`src/rtl/mnist_uart_rx.sv`:
```
`default_nettype none
`timescale 1ns/1ps
// ============================================================================
// Module   : mnist_uart_rx
// Purpose  : 8N1 UART receiver that locks onto A5 5A framed MNIST images,
//            writes payload bytes to an image RAM and checks an XOR checksum.
// Revision : 1.0 - initial release
// ============================================================================
module mnist_uart_rx #(
  parameter int CLK_FREQ     = 50_000_000,
  parameter int UART_BPS     = 115200,
  parameter int PAYLOAD_LEN  = 98,
  parameter int TIMEOUT_BITS = 40
) (
  input  logic       sys_clk,
  input  logic       sys_rst_n,
  input  logic       uart_rxd,
  output logic       img_wr_en,
  output logic [6:0] img_wr_addr,
  output logic [7:0] img_wr_data,
  output logic       frame_done,
  output logic       frame_err,
  output logic [7:0] frame_cnt,
  output logic       busy
);

  localparam int c_bps_cnt = CLK_FREQ / UART_BPS;
  localparam int c_cnt_w   = $clog2(c_bps_cnt);
  localparam int c_gap_lim = TIMEOUT_BITS * c_bps_cnt;
  localparam int c_gap_w   = $clog2(c_gap_lim);

  typedef enum logic [1:0] {RX_IDLE, RX_START, RX_DATA, RX_STOP} rx_state_t;
  typedef enum logic [1:0] {FR_HUNT0, FR_HUNT1, FR_PAYLOAD, FR_CHECK} fr_state_t;

  logic               r_rxd_s1, r_rxd_s2, r_rxd_d;
  rx_state_t          r_rx_state, w_rx_nxt;
  logic [c_cnt_w-1:0] r_clk_cnt;
  logic [2:0]         r_bit_cnt;
  logic [7:0]         r_shift;
  logic               w_fall, w_mid, w_end, w_byte_valid, w_byte_ferr;

  fr_state_t          r_fr_state, w_fr_nxt;
  logic [6:0]         r_addr;
  logic [7:0]         r_acc;
  logic [c_gap_w-1:0] r_gap_cnt;
  logic               w_timeout, w_abort, w_wr, w_done, w_err, w_clr;

  always_ff @(posedge sys_clk or negedge sys_rst_n) begin
    if (!sys_rst_n) begin
      r_rxd_s1 <= 1'b1;
      r_rxd_s2 <= 1'b1;
      r_rxd_d  <= 1'b1;
    end else begin
      r_rxd_s1 <= uart_rxd;
      r_rxd_s2 <= r_rxd_s1;
      r_rxd_d  <= r_rxd_s2;
    end
  end

  assign w_fall = r_rxd_d & ~r_rxd_s2;
  assign w_mid  = (r_clk_cnt == c_cnt_w'(c_bps_cnt / 2));
  assign w_end  = (r_clk_cnt == c_cnt_w'(c_bps_cnt - 1));

  always_comb begin
    w_rx_nxt     = r_rx_state;
    w_byte_valid = 1'b0;
    w_byte_ferr  = 1'b0;
    case (r_rx_state)
      RX_IDLE:  if (w_fall) w_rx_nxt = RX_START;
      RX_START: begin
        if (w_mid && r_rxd_s2) w_rx_nxt = RX_IDLE;
        else if (w_end)        w_rx_nxt = RX_DATA;
      end
      RX_DATA:  if (w_end && r_bit_cnt == 3'd7) w_rx_nxt = RX_STOP;
      RX_STOP: begin
        // Leave at the stop-bit midpoint so a back-to-back start edge is seen.
        if (w_mid) begin
          w_rx_nxt     = RX_IDLE;
          w_byte_valid = r_rxd_s2;
          w_byte_ferr  = ~r_rxd_s2;
        end
      end
      default:  w_rx_nxt = RX_IDLE;
    endcase
  end

  always_ff @(posedge sys_clk or negedge sys_rst_n) begin
    if (!sys_rst_n) begin
      r_rx_state <= RX_IDLE;
      r_clk_cnt  <= '0;
      r_bit_cnt  <= 3'd0;
      r_shift    <= 8'h00;
    end else begin
      r_rx_state <= w_rx_nxt;
      if (r_rx_state == RX_IDLE || w_rx_nxt == RX_IDLE || w_end)
        r_clk_cnt <= '0;
      else
        r_clk_cnt <= r_clk_cnt + 1'b1;
      if (r_rx_state == RX_DATA) begin
        if (w_mid) r_shift   <= {r_rxd_s2, r_shift[7:1]};
        if (w_end) r_bit_cnt <= r_bit_cnt + 3'd1;
      end else begin
        r_bit_cnt <= 3'd0;
      end
    end
  end

  // Timeout registers exactly c_gap_lim clocks after the last accepted byte.
  assign w_timeout = (r_gap_cnt >= c_gap_w'(c_gap_lim - 1));
  assign w_abort   = w_byte_ferr | w_timeout;

  always_comb begin
    w_fr_nxt = r_fr_state;
    w_wr     = 1'b0;
    w_done   = 1'b0;
    w_err    = 1'b0;
    w_clr    = 1'b0;
    case (r_fr_state)
      FR_HUNT0: if (w_byte_valid && r_shift == 8'hA5) w_fr_nxt = FR_HUNT1;
      FR_HUNT1: begin
        if (w_byte_valid) begin
          if (r_shift == 8'h5A) begin
            w_fr_nxt = FR_PAYLOAD;
            w_clr    = 1'b1;
          end else if (r_shift != 8'hA5) begin
            w_fr_nxt = FR_HUNT0;
          end
        end else if (w_abort) begin
          w_err    = 1'b1;
          w_fr_nxt = FR_HUNT0;
        end
      end
      FR_PAYLOAD: begin
        if (w_byte_valid) begin
          w_wr = 1'b1;
          if (r_addr == 7'(PAYLOAD_LEN - 1)) w_fr_nxt = FR_CHECK;
        end else if (w_abort) begin
          w_err    = 1'b1;
          w_fr_nxt = FR_HUNT0;
        end
      end
      FR_CHECK: begin
        if (w_byte_valid) begin
          w_done   = (r_shift == r_acc);
          w_err    = (r_shift != r_acc);
          w_fr_nxt = FR_HUNT0;
        end else if (w_abort) begin
          w_err    = 1'b1;
          w_fr_nxt = FR_HUNT0;
        end
      end
      default: w_fr_nxt = FR_HUNT0;
    endcase
  end

  always_ff @(posedge sys_clk or negedge sys_rst_n) begin
    if (!sys_rst_n) begin
      r_fr_state  <= FR_HUNT0;
      r_addr      <= 7'd0;
      r_acc       <= 8'h00;
      r_gap_cnt   <= '0;
      img_wr_en   <= 1'b0;
      img_wr_addr <= 7'd0;
      img_wr_data <= 8'h00;
      frame_done  <= 1'b0;
      frame_err   <= 1'b0;
      frame_cnt   <= 8'h00;
      busy        <= 1'b0;
    end else begin
      r_fr_state <= w_fr_nxt;
      img_wr_en  <= w_wr;
      frame_done <= w_done;
      frame_err  <= w_err;
      busy       <= (w_fr_nxt != FR_HUNT0);
      if (w_byte_valid)
        r_gap_cnt <= c_gap_w'(1);
      else if (r_fr_state != FR_HUNT0 && !w_timeout)
        r_gap_cnt <= r_gap_cnt + 1'b1;
      if (w_clr) begin
        r_addr <= 7'd0;
        r_acc  <= 8'h00;
      end else if (w_wr) begin
        r_addr      <= r_addr + 7'd1;
        r_acc       <= r_acc ^ r_shift;
        img_wr_addr <= r_addr;
        img_wr_data <= r_shift;
      end
      if (w_done) frame_cnt <= frame_cnt + 8'd1;
    end
  end

endmodule
`default_nettype wire

```
`config.mk`:
```
export PLATFORM = sky130hd
export DESIGN_NAME = mnist_uart_rx
export DESIGN_NICKNAME = d
export VERILOG_FILES = /design/src/rtl/mnist_uart_rx.sv
export SDC_FILE = /design/constraint.sdc
export NUM_CORES = 1
export LEC_CHECK = 0
export ABC_AREA = 1
export BUFFER_PORTS_ARGS = -buffer_cell sky130_fd_sc_hd__buf_2
export CORE_MARGIN = 8
export CORE_UTILIZATION = 35
export CTS_CLUSTER_DIAMETER = 60
export DETAILED_ROUTE_END_ITERATION = 8
export GPL_ROUTABILITY_DRIVEN = 0
export MAX_ROUTING_LAYER = met4
export PLACE_DENSITY_LB_ADDON = 0.12
export SLEW_MARGIN = 15
export SYNTH_ARGS = -nofsm -noshare
export SYNTH_HDL_FRONTEND = slang
export SYNTH_SLANG_ARGS = --single-unit
```
`constraint.sdc`:
```
create_clock -name sys_clk -period 2.3 [get_ports sys_clk]
set_input_delay 0.345 -clock sys_clk [delete_from_list [all_inputs] [get_ports sys_clk]]
set_output_delay 0.345 -clock sys_clk [all_outputs]
set_load 0.02 [all_outputs]
```
==> results.toml, run 1 <==
[run_status]
status = "completed"

[sta]
worst_pin_slew_ns = 0.5724
drv_slew = 0
fin_crit_sh_pct = 86.85
max_slew_margin_pct = 61.54
rsz0062_at_grt = "no"
fmax_ghz = 0.5006
fin_skew_ns = 0.01112
hold_viol = 0
setup_violations = 0
finalSetupTns_ns = 0
fin_crit_ns = 1.998

[routing]
ant_nets = 0
routed_wl_mm = 9.688
dr.first_iter.drc_count = 235
dr_total_vias = 3614
vias_per_cell = 4.737
route.detailed.drc = 0
first_pass_iters = 4
wl_per_cell_um = 12.70

[cts]
cts-root-buf = "clkbuf_16"
cts_tree = "yes"
h-tree-depth = 3
post_cts_resized = 0
cts_sinks = 84
cts.clk_slew.worst_paths_ns = 0.06
post_cts_buffers = 0
numCtsBuffers = 9
clk_latency_ns = 0.35
ctsHoldBuffers = 1
clock_path_buffers = 2

[logic_synthesis]
synthArstFlopShare_pct = 100.0
syn-num-nets = 558
syn_avg_cell_area_um2 = 8.125
syn_inst = 543
synth_top_area_share_pct = 45.94
yosysSeqAreaShare_pct = 47.73
syn_area_um2 = 4412
yosysWarnings = 0
ys_ff_latch = 84
synth.distinct_cells = 36
synth.area.top_cells = "dfrtp_1 (46%), nand2_1 (11%), inv_1 (5.4%)"
ys.flop_type = "dfrtp_1"
synth-edff-count = 0
yosysTopAreaCell = "dfrtp_1"

[global_routing]
grt_use_total_pct = 13.40
grt_first_pass_wirelength_mm = 17.25
grt_pass1_vias = 3550
overflow = 0
use_met1_pct = 17.91
top_usage_layer = "met2"
met2_usage_pct = 19.07
grt_max_degree = 48
antenna_found_initial = 0
use_met3_pct = 2.579

[setup_path]
critPathKind = "flip-flop to flip-flop"
rr_endpoint = "img_wr_data[5]"
cp_max_fo = 30
critPathLaunch = "r_clk_cnt[1]"
r2r_cells = 12
crit_path_end = "img_wr_data[5]"
critPathLaunchType = "flip-flop"
rrSetupSlack_ns = 0.30
r2r_start = "r_clk_cnt[1]"
critPathArrivalTime_ns = 2.22
endpoint_kind = "flip-flop"
critPathRequiredTime_ns = 2.52

[flow_run]
maxCapViolations = 0

[die]
io_pins = 30
die_area_um2 = 16450
rows = 41
start_util_pct = 35.39
chipWidth_um = 128.3
fp.coreArea_um2 = 12470
die_y_um = 128.3

[layout]
syn_to_final_growth_pct = 16.22
final_cells = 763
fillers = 1259
fin_nets = 601
n_antenna_cell = 0
drive_gt1_share_pct = 13.54

[place]
dp_hpwl_mm = 7.108
dpl.cell_count = 746
io_buffers = 29

[power]
p_leak_uw = 0.002468
ir_drop_mv = 0.2920
p_per_area_nw_per_um2 = 629.1

[hold_path]
worstHoldPathType = "input pin to flip-flop"
## cells in the mapped netlist, types with 11 or more instances
| master | n |
|---|---|
| a21oi_1 | 11 |
| dfrtp_1 | 81 |
| ha_1 | 12 |
| inv_1 | 63 |
| nand2_1 | 130 |
| nand3_1 | 33 |
| nand4_1 | 23 |
| nor2_1 | 62 |
| nor3_1 | 18 |
| o21ai_0 | 30 |
| o21ai_1 | 20 |
| xnor2_1 | 12 |
## power breakdown
part | internal [µW] | total [µW] | switching [µW]
clock network | 900 | 1520 | 615
registers | 1520 | 1550 | 34.4
logic | 56.5 | 160 | 104
total | 2470 | 3230 | 754
## registers in the layout, indices dropped and copies added, names as in the netlist, 2 cells and up
| name | cells |
|---|---|
| r_gap_cnt | 15 |
| r_fr_state | 2 |
| r_clk_cnt | 9 |
| r_shift | 8 |
| img_wr_addr | 7 |
| r_addr | 7 |
| frame_cnt | 8 |
| img_wr_data | 8 |
| r_bit_cnt | 3 |
| r_rx_state | 2 |
| r_acc | 8 |
## cells in the final DEF, fill, tap and decap left out, drive strengths merged, types with 3 or more instances in the layout
cell,netlist,layout
nand2,134,134
dfrtp,81,81
nor2,66,66
inv,65,65
o21ai,53,53
buf,8,40
nand3,35,35
nand4,23,23
nor3,20,20
xnor2,12,12
ha,12,12
a21oi,11,11
clkbuf,1,11
xor2,10,10
clkinvlp,0,4
nor4,3,3
dfstp,3,3
## how the worst min path moves through the flow
stage          endpoint  slack [ns]       from  cells past startpoint
6_report       r_rxd_s1         0.1   uart_rxd                      1
5_1_grt        r_rxd_s1        0.08   uart_rxd                      1
4_1_cts        r_rxd_s1        0.08   uart_rxd                      1
3_5_place_dp   r_rxd_s2        0.35   r_rxd_s1                      0
3_3_place_gp   r_rxd_s2        0.35   r_rxd_s1                      0
2_1_floorplan      busy        0.05  sys_rst_n                      0
## cell families (layout without fill, tap and decap cells)
group | Yosys count | after routing | share of synthesized area (%)
AND/OR/NAND/NOR | 285 | 285 | 29.44
XOR/XNOR | 22 | 22 | 4.367
adder cells (fa/ha/maj) | 12 | 12 | 3.403
buffers and inverters | 75 | 123 | 7.204
AO/OA/AOI/OAI | 65 | 65 | 7.856
flip-flops | 84 | 84 | 47.73
## stage by stage
stage,setup WS (ns),power [µW],instance area [µm²],util [%],hold slack [ns]
CTS,0.2725,3281,5127,41.13,0.08320
detailed placement,0.2911,1743,4805,38.54,0.3479
global route,0.07280,3359,5127,41.13,0.08403
global placement,0.3409,1737,4805,38.54,0.3471
finish,0.3025,3226,5127,41.13,0.09743
floorplan,0.5366,1675,4412,-,0.04941
## worst max-delay path: stages (launching register included)
cell	delay [ns]
dfrtp_1	0.39
inv_1	0.06
ha_1	0.18
nand2_1	0.08
nor2_2	0.22
nand3_4	0.13
nor2_8	0.19
nand2_4	0.11
clkinv_4	0.08
nand2_2	0.04
buf_4	0.23
nand2_1	0.10
o21ai_1	0.06
## metal layers
layer  vias to the layer above  share of wire (%)
met1                      1684                 51
met4                         0                2.1
met3                        12                3.6
li1                       1850                  -
met5                         -                  0
met2                        68                 43
## final cells by class
class | instances | area, µm² | area share (%)
Tap cell | 172 | 215.2 | 4.197
Inverter | 66 | 252.7 | 4.929
Multi-Input combinational cell | 384 | 1988 | 38.78
Clock inverter | 5 | 60.06 | 1.171
Clock buffer | 11 | 252.7 | 4.929
Sequential cell | 84 | 2106 | 41.07
Timing Repair Buffer | 41 | 252.7 | 4.929
Power figures use the tool's default switching activity.
==> inputs of run 2 (changes only) <==
==> constraint.sdc (replaced) <==
create_clock -name sys_clk -period 1.7 [get_ports sys_clk]
set_input_delay 0.255 -clock sys_clk [delete_from_list [all_inputs] [get_ports sys_clk]]
set_output_delay 0.255 -clock sys_clk [all_outputs]
set_load 0.02 [all_outputs]
==> results.toml, run 2 (synthesis results as in run 1) <==
[setup_path]
r2r_cells = 12
rr_endpoint = "img_wr_addr[0]"
critPathLaunchType = "flip-flop"
rrSetupSlack_ns = -0.03
cp_max_fo = 4
critPathKind = "flip-flop to flip-flop"
crit_slowest_cell = "dfrtp_1"
critPathArrivalTime_ns = 1.97
path_common_cell = "nand2_4"
endpoint_kind = "flip-flop"
path_cells = "inv_2, ha_4, nand2_4, nor2_4, nand3_4, nor2_8, nand2_4, clkinv_4, nand2_4, or2_4, o21ai_2, inv_2"
r2r_start = "r_clk_cnt[1]"
slowest_delay_ns = 0.38
critPathRequiredTime_ns = 1.94

[routing]
ant_nets = 0
dr_total_vias = 3794
top_layer = "met4"
first_pass_iters = 4
vias_per_cell = 4.621
wl_met2_mm = 4.952
routed_wl_mm = 10.39
route.detailed.drc = 0
wl_per_cell_um = 12.65
dr.first_iter.drc_count = 199
drt-met1-wl_mm = 4.945
routed-wl-met3_um = 343

[power]
intPower_uw = 3402
p_per_area_nw_per_um2 = 759.4
seq_power_share_pct = 47.4
finalPower_uw = 4412
power_frac_clock_pct = 44.0
comb_power_share_pct = 8.5
p_leak_uw = 0.002845
ir_drop_mv = 0.6682
power_switching_uw = 1010
swShare_pct = 22.90

[cts]
h-tree-depth = 3
clock_path_buffers = 2
cts_sinks = 84
cts_tree = "yes"
cts.clk_slew.worst_paths_ns = 0.06
clk_latency_ns = 0.34
cts-root-buf = "clkbuf_16"
numCtsBuffers = 9

[die]
die_area_um2 = 16450
start_util_pct = 35.39
io_pins = 30
fp.coreArea_um2 = 12470
rows = 41
chipWidth_um = 128.3
die_y_um = 128.3

[layout]
layout_commonest_cell = "nand2_1"
largest_reg_flops = 15
drive_gt1_share_pct = 27.58
n_antenna_cell = 0
final_cell_mix = "nand2_1 (120), dfrtp_1 (79), inv_1 (56), buf_4 (56), nor2_1 (54)"
syn_to_final_growth_pct = 31.68
fin_nets = 659
top_regs = "r_gap_cnt: 15 flops, r_clk_cnt: 9 flops"
regMostFlops = "r_gap_cnt"

[run_status]
violations = "setup timing"
status = "complete, but fails checks"

[sta]
drv_slew = 0
worst_pin_slew_ns = 0.4858
worst_slack_ns = -0.02607
hold_viol = 0
fmax_ghz = 0.5794
whs_ns = 0.3559
max_slew_margin_pct = 67.36
fin_crit_sh_pct = 101.5
fin_skew_ns = 0.004977
fin_crit_ns = 1.726
setup_violations = 3
rsz0062_at_grt = "yes"

[place]
dp_hpwl_mm = 7.389
io_buffers = 29

[global_routing]
grt_pass1_vias = 3815
antenna_found_initial = 0
grt_use_total_pct = 13.96
grt_max_degree = 85
grt_first_pass_wirelength_mm = 17.93
overflow = 0

[hold_path]
hold_start = "r_rxd_s1"
hold_depth = 0
hold_end = "r_rxd_s2"
worstHoldPathType = "flip-flop to flip-flop"

[flow_run]
maxCapViolations = 0
-- run 2: layout make-up --
class,count,area [µm²]
clock inverter,2,35.03
inverter,66,255.2
timing repair buffer,98,742.0
tap,172,215.2
sequential,84,2108
clock buffer,14,254.0
fill,1242,6656
multi-input combinational,385,2200
-- run 2: how the worst max path moves through the flow --
| stage | startpoint | endpoint | slack [ns] | cells past startpoint |
|---|---|---|---|---|
| after floorplan | r_clk_cnt[1] | img_wr_addr[0] | -0.03 | 12 |
| after global placement | r_shift[2] | frame_cnt[0] | -0.06 | 8 |
| after detailed placement | r_clk_cnt[1] | r_clk_cnt[8] | -0.08 | 11 |
| after CTS | r_clk_cnt[1] | busy | -0.05 | 12 |
| after global routing | r_clk_cnt[1] | img_wr_addr[0] | -0.14 | 12 |
| final | r_clk_cnt[1] | img_wr_addr[0] | -0.03 | 12 |
-- run 2: routing by layer --
layer | global-route usage (%) | up-vias
li1 | - | 1961
met1 | 16.78 | 1772
met2 | 22.01 | 46
met3 | 4.077 | 15
met4 | 4.685 | 0
met5 | - | -
-- run 2: stage by stage --
step                      setup slack, ns  util [%]  setup TNS (ns)  std cells  area (µm²)
final                            -0.02607     46.60        -0.04923        821        5809
after global routing              -0.1403     46.60          -4.114        821        5809
after CTS                        -0.04634     44.31         -0.3797        809        5524
after detailed placement         -0.07537     41.45          -1.339        790        5167
after global placement           -0.05753     41.45         -0.8008        790        5167
after floorplan                  -0.02576         -        -0.02576        543        4422
-- run 2: repair_timing --
item	4_1_cts	5_1_grt
hold buffers	2	0
buffers inserted	0	11
setup endpoints to repair	53	68
pin swaps	2	19
gates cloned	1	1
endpoints found under the hold margin	82	0
gates resized for setup	10	61
-- run 2: power by group through the flow --
| stage | sequential (µW) | clock (µW) | combinational (µW) |
|---|---|---|---|
| floorplan | 2130 | 0 | 141 |
| global placement | 2120 | 0 | 299 |
| detailed placement | 2120 | 0 | 298 |
| CTS | 2080 | 2020 | 331 |
| global route | 2100 | 2080 | 424 |
| finish | 2090 | 1940 | 377 |
-- run 2: critical path: cells and delay by family, from the launching register on --
kind | cells | cell delay (ns)
buf+inv | 3 | 0.19
simple gates | 7 | 0.83
fa+ha+maj | 1 | 0.14
flops | 1 | 0.38
compound gates | 1 | 0.06
